--- src/rtl/mont_seq_pkg.sv ---
// Shared types and helpers for the word-serial Montgomery control sequencer.
//   state_t   : sequencer FSM states
//   phase_t   : phase tag presented to the multiply/accumulate/reduce datapath
//   idx_width : index width for a given operand width
package mont_seq_pkg;

  typedef enum logic [2:0] {
    IDLE = 3'd0,
    ACC  = 3'd1,
    RED  = 3'd2,
    SUB  = 3'd3,
    DONE = 3'd4
  } state_t;

  typedef enum logic [1:0] {
    PH_NONE = 2'd0,
    PH_ACC  = 2'd1,
    PH_RED  = 2'd2,
    PH_SUB  = 2'd3
  } phase_t;

  // Width of the word indices; never narrower than one bit.
  function automatic int unsigned idx_width(input int unsigned data_width);
    return (data_width > 1) ? $clog2(data_width) : 1;
  endfunction

endpackage

--- src/rtl/mont_idx_counter.sv ---
// Word index counter that wraps to zero by equality with a limit.
//   clk, rst_n : clock, async active-low reset
//   ce         : clock enable, counter holds when low
//   clr        : synchronous clear (priority over inc)
//   inc        : advance by one, or wrap to 0 when cnt == limit
//   limit      : last valid count value
//   cnt        : current count (registered)
//   wrap       : combinational, inc && cnt == limit
module mont_idx_counter #(
  parameter int unsigned W = 11
) (
  input  logic         clk,
  input  logic         rst_n,
  input  logic         ce,
  input  logic         clr,
  input  logic         inc,
  input  logic [W-1:0] limit,
  output logic [W-1:0] cnt,
  output logic         wrap
);

  logic [W-1:0] cnt_q, cnt_d;

  assign wrap = inc && (cnt_q == limit);
  assign cnt  = cnt_q;

  // Next count: clear wins, wrap is by compare-equal, never by overflow.
  always_comb begin
    cnt_d = cnt_q;
    if (clr) begin
      cnt_d = '0;
    end else if (inc) begin
      cnt_d = wrap ? '0 : cnt_q + W'(1);
    end
  end

  always_ff @(posedge clk or negedge rst_n) begin
    if (!rst_n) begin
      cnt_q <= '0;
    end else if (ce) begin
      cnt_q <= cnt_d;
    end
  end

endmodule

--- src/rtl/mont_word_sequencer.sv ---
// Control sequencer for word-serial Montgomery multiplication.
// Walks outer index i and inner index j through ACC/RED passes for every i,
// then one final SUB pass, and signals completion with a one-cycle done.
//   clk, rst_n   : clock, async active-low reset
//   ce           : clock enable, all state and outputs hold when low
//   start        : start request, accepted only in IDLE
//   t_sub_1      : word count minus one, latched on start
//   abort        : (only with MONT_SEQ_ABORT_EN) return to IDLE without done
//   busy, done   : handshake to the exponentiation controller
//   step_valid   : one datapath word-step this cycle
//   phase        : 0 none, 1 ACC, 2 RED, 3 SUB
//   i_idx, j_idx : outer / inner word index
//   first_j      : step with j_idx == 0
//   last_j       : step with j_idx == t_lat
// Optional feature macro: MONT_SEQ_ABORT_EN.
module mont_word_sequencer
  import mont_seq_pkg::*;
#(
  parameter  int unsigned DATA_WIDTH = 1025,
  localparam int unsigned IW         = idx_width(DATA_WIDTH)
) (
  input  logic          clk,
  input  logic          rst_n,
  input  logic          ce,
  input  logic          start,
  input  logic [IW-1:0] t_sub_1,
`ifdef MONT_SEQ_ABORT_EN
  input  logic          abort,
`endif
  output logic          busy,
  output logic          done,
  output logic          step_valid,
  output logic [1:0]    phase,
  output logic [IW-1:0] i_idx,
  output logic [IW-1:0] j_idx,
  output logic          first_j,
  output logic          last_j
);

  state_t        state_q, state_d;
  logic [IW-1:0] t_lat_q, t_lat_d;
  logic          i_clr, j_clr, i_inc, j_inc, i_wrap, j_wrap;
  logic [IW-1:0] j_nxt;

  logic   busy_q, busy_d, done_q, done_d, sv_q, sv_d;
  logic   first_q, first_d, last_q, last_d;
  phase_t phase_q, phase_d;

  logic abort_req;
`ifdef MONT_SEQ_ABORT_EN
  assign abort_req = abort;
`else
  assign abort_req = 1'b0;
`endif

  // j advances on every step cycle; i advances when a RED pass completes.
  assign j_inc = (state_q == ACC) || (state_q == RED) || (state_q == SUB);
  assign i_inc = (state_q == RED) && j_wrap;

  mont_idx_counter #(.W(IW)) u_i_cnt (
    .clk   (clk),
    .rst_n (rst_n),
    .ce    (ce),
    .clr   (i_clr),
    .inc   (i_inc),
    .limit (t_lat_q),
    .cnt   (i_idx),
    .wrap  (i_wrap)
  );

  mont_idx_counter #(.W(IW)) u_j_cnt (
    .clk   (clk),
    .rst_n (rst_n),
    .ce    (ce),
    .clr   (j_clr),
    .inc   (j_inc),
    .limit (t_lat_q),
    .cnt   (j_idx),
    .wrap  (j_wrap)
  );

  // Next-state logic.
  always_comb begin
    state_d = state_q;
    t_lat_d = t_lat_q;
    i_clr   = 1'b0;
    j_clr   = 1'b0;
    case (state_q)
      IDLE: begin
        if (start) begin
          t_lat_d = t_sub_1;
          i_clr   = 1'b1;
          j_clr   = 1'b1;
          state_d = ACC;
        end
      end
      ACC:  if (j_wrap) state_d = RED;
      RED:  if (j_wrap) state_d = i_wrap ? SUB : ACC;
      SUB:  if (j_wrap) state_d = DONE;
      DONE: state_d = IDLE;
      default: state_d = IDLE;
    endcase
    // Abort overrides everything outside IDLE, including a concurrent start.
    if (abort_req && (state_q != IDLE)) begin
      state_d = IDLE;
      i_clr   = 1'b1;
      j_clr   = 1'b1;
    end
  end

  // Mirror of the j counter's next value, used to register first_j/last_j.
  always_comb begin
    j_nxt = j_idx;
    if (j_clr) begin
      j_nxt = '0;
    end else if (j_inc) begin
      j_nxt = j_wrap ? '0 : j_idx + IW'(1);
    end
  end

  // Output decode from the next state so every output is a flop.
  always_comb begin
    busy_d  = (state_d != IDLE);
    done_d  = (state_d == DONE);
    sv_d    = (state_d == ACC) || (state_d == RED) || (state_d == SUB);
    phase_d = PH_NONE;
    case (state_d)
      ACC:     phase_d = PH_ACC;
      RED:     phase_d = PH_RED;
      SUB:     phase_d = PH_SUB;
      default: phase_d = PH_NONE;
    endcase
    first_d = sv_d && (j_nxt == '0);
    last_d  = sv_d && (j_nxt == t_lat_d);
  end

  always_ff @(posedge clk or negedge rst_n) begin
    if (!rst_n) begin
      state_q <= IDLE;
      t_lat_q <= '0;
      busy_q  <= 1'b0;
      done_q  <= 1'b0;
      sv_q    <= 1'b0;
      phase_q <= PH_NONE;
      first_q <= 1'b0;
      last_q  <= 1'b0;
    end else if (ce) begin
      state_q <= state_d;
      t_lat_q <= t_lat_d;
      busy_q  <= busy_d;
      done_q  <= done_d;
      sv_q    <= sv_d;
      phase_q <= phase_d;
      first_q <= first_d;
      last_q  <= last_d;
    end
  end

  assign busy       = busy_q;
  assign done       = done_q;
  assign step_valid = sv_q;
  assign phase      = phase_q;
  assign first_j    = first_q;
  assign last_j     = last_q;

endmodule

--- config.mk ---
export PLATFORM = sky130hd
export DESIGN_NAME = mont_word_sequencer
export DESIGN_NICKNAME = d
export VERILOG_FILES = /design/src/rtl/mont_seq_pkg.sv /design/src/rtl/mont_idx_counter.sv /design/src/rtl/mont_word_sequencer.sv
export SDC_FILE = /design/constraint.sdc
export NUM_CORES = 1
export LEC_CHECK = 0
export CAP_MARGIN = 20
export CORE_ASPECT_RATIO = 1.75
export CORE_MARGIN = 4
export CORE_UTILIZATION = 45
export CTS_CLUSTER_DIAMETER = 120
export CTS_CLUSTER_SIZE = 14
export DETAILED_ROUTE_END_ITERATION = 10
export PLACE_DENSITY_LB_ADDON = 0.3
export SKIP_LAST_GASP = 1
export SLEW_MARGIN = 20
export SYNTH_ARGS = -nofsm -noshare
export SYNTH_HDL_FRONTEND = slang
export SYNTH_HIERARCHICAL = 1
export SYNTH_SLANG_ARGS = --single-unit
--- constraint.sdc ---
create_clock -name clk -period 8.7 [get_ports clk]
set_input_delay 1.74 -clock clk [delete_from_list [all_inputs] [get_ports clk]]
set_output_delay 1.74 -clock clk [all_outputs]
set_load 0.01 [all_outputs]
==> impl_metrics.ini <==
[outcome]
outcome = completed

[global_routing]
grt_pass1_vias = 2707
antenna_found_initial = 0
grt_max_degree = 44
grt_use_total = 0.204
grt_pass1_wl_mm = 13.0
overflow = 0

[routing]
wl_met1_mm = 3.08
drt_iter0_drc = 138
routed_via_density = 5.84
drt_wl_total_mm = 7.98
drcViolationCount = 0
vias = 2710
wl_met3_um = 355
ant_nets = 0
dr.pass1.iters = 4
wire_per_inst_um = 17.2
wl_met2_mm = 4.22
top_layer = met4

[floorplan]
coreArea_um2 = 6540
die_area_um2 = 8130
initial_core_util = 0.462
ios = 44
fp.dieH_um = 116
die_w_um = 69.9
fp-row-count = 39

[sta]
setup_viol = 0
hold_violations = 0
worstMarginPinSlew_ns = 0.790
holdWs_ns = 0.496
finalSetupTns_ns = 0
rsz0062_at_grt = false
slew_headroom = 0.470
maxSlewViolCount = 0
finalCritPeriodShare = 0.447
setup_slack_ns = 4.81
fmax_mhz = 257
skew_ns = 0.00664
layout_min_cycle_time_ns = 3.89

[synthesis]
syn_inst = 345
synth_edf_count = 0
yosys_register_bits = 43
syn_nets = 363
avgSynthCellArea_um2 = 8.75
synthArstFlopShare = 1.00
yosys.cell_types.count = 48
synthesis.area_um2 = 3020
seq_area_frac_synth = 0.357
ys.flop_type = dfrtp_1
yosys_warnings = 6

[final_layout]
seq_area_um2 = 1080
area_growth_pct = 19.9
multiInputGateArea_um2 = 1790
drive_gt1_frac = 0.0759
instances_no_fill = 464
num-fill-cells = 640
diodes = 0
finish.instance_area_um2 = 3620
final_nets = 399

[worst_setup_path]
cp-start-kind = input pin
critPathArrivalTime_ns = 4.08
path_max_fanout = 19
worst_setup_path_end_kind = flip-flop
rr_worst_depth = 11
worst-setup-path-type = input pin to flip-flop
cp.required_ns = 8.89

[power_and_ir_drop]
vdd_drop_max_uv = 228
power_density_nw_per_um2 = 252
leakage_uw = 0.00132

[clock_network]
clk_path_buf_depth = 2
numCtsBuffers = 5
path_clk_slew_ns = 0.06
clock_latency_ns = 0.29
hold_buffers = 0
cts_tree = yes
cts_setup_buffers = 0
htreeDepth = 2
post_cts_resized = 0
cts_num_sinks = 43
cts_root_buf = clkbuf_16

[placement]
postPlaceCellArea_um2 = 3480
place.detailed.hpwl_mm = 5.84
gp_congestion = 0.887
pre_cts_slack_ns = 4.51
io_buffers = 43
dp_cells = 456

[run]
drv_cap = 0

[hold_path]
hold_class = flip-flop to flip-flop
hold_depth = 1
==> registers in the layout (all words and copies together), names as in the netlist, 2 cells and up <==
register and count:
phase 2, u_j_cnt/cnt 11, u_i_cnt/cnt 11, t_lat_q 11, state_q 3
==> report_power, final <==
group | switching, uW | total, uW | internal (uW)
Sequential | 119 | 363 | 244
Clock | 76.1 | 182 | 106
Combinational | 174 | 365 | 191
==> per-stage QoR <==
step / power [uW] / util
after floorplan: 592 / -
after detailed placement: 728 / 0.532
after global routing: 972 / 0.553
after CTS: 914 / 0.553
final: 910 / 0.553
after global placement: 721 / 0.532
==> layer usage <==
metal  track usage  up-vias
met1         0.224     1292
met3        0.0388       19
met4         0.115        0
li1              -     1322
met2         0.367       77
met5             0        -
==> final cells by class <==
cell class                      count  area share
Inverter                           14      0.0145
Timing Repair Buffer               47       0.127
Clock buffer                        7      0.0367
Clock inverter                      1     0.00138
Sequential cell                    43       0.297
Tap cell                           82      0.0284
Multi-Input combinational cell    270       0.495
==> worst paths after layout <==
kind                            slack [ns]                   start                    endpoint
worst max-delay path                  4.81                      ce          last_j$_DFFE_PN0P_
worst min-delay path                  0.50  step_valid$_DFFE_PN0P_      step_valid$_DFFE_PN0P_
worst max register to register        5.51  state_q[2]$_DFFE_PN0P_  u_i_cnt/cnt[9]$_DFFE_PN0P_
min in group asynchronous             1.44                   rst_n      state_q[2]$_DFFE_PN0P_
max in group asynchronous             6.87                   rst_n      t_lat_q[9]$_DFFE_PN0P_
worst min register to register        0.50  step_valid$_DFFE_PN0P_      step_valid$_DFFE_PN0P_
==> placed cells by master, fill, tap and decap left out, drive strengths merged, types with 5 or more instances in the layout <==
master	n
xnor2	39
nand4	13
inv	14
buf	5
o21ai	29
nor4	8
nand2	32
clkdlybuf4s50	42
a21oi	24
mux2	10
nor2	8
nand3	16
mux2i	9
xor2	8
nor3	22
clkbuf	7
o31ai	5
dfrtp	43
==> critical path: stages <==
cell	delay [ns]
clkdlybuf4s50_1	0.90
inv_1	0.23
nor4_1	0.46
o2111ai_1	0.17
a2111o_1	0.30
o32ai_1	0.28
==> Yosys cell counts, drive strengths merged, types with 2 or more instances <==
master | count | area, um^2
nor4 | 8 | 50.1
xor2 | 8 | 70.1
o31ai | 5 | 37.5
or3 | 4 | 25.0
and4 | 2 | 17.5
buf | 16 | 96.4
dfrtp | 43 | 1080
nand4 | 13 | 81.3
o32ai | 2 | 17.5
clkbuf | 2 | 7.51
nor2 | 8 | 30.0
xnor2 | 39 | 342
mux2 | 10 | 113
o21ai | 29 | 145
nor4b | 2 | 17.5
ha | 3 | 37.5
o21a | 3 | 22.5
a31oi | 4 | 25.0
or2 | 2 | 15.0
mux2i | 9 | 90.1
nand2b | 3 | 18.8
a21oi | 24 | 120
nand2 | 32 | 120
a22oi | 2 | 25.0
and3 | 4 | 25.0
nor3 | 22 | 115
inv | 14 | 52.6
or4 | 2 | 15.0
a21o | 2 | 15.0
nand3 | 16 | 80.1
==> kinds of logic after synthesis <==
kind of cell	share of synthesized area
xor gates and xnor gates	0.136
buffers and inverters	0.0518
muxes	0.0672
and+or+nand+nor	0.207
DFF	0.357
AOI/OAI and AO/OA	0.168
adders and majority gates	0.0124
No activity file was read; power rests on OpenSTA's default activity.
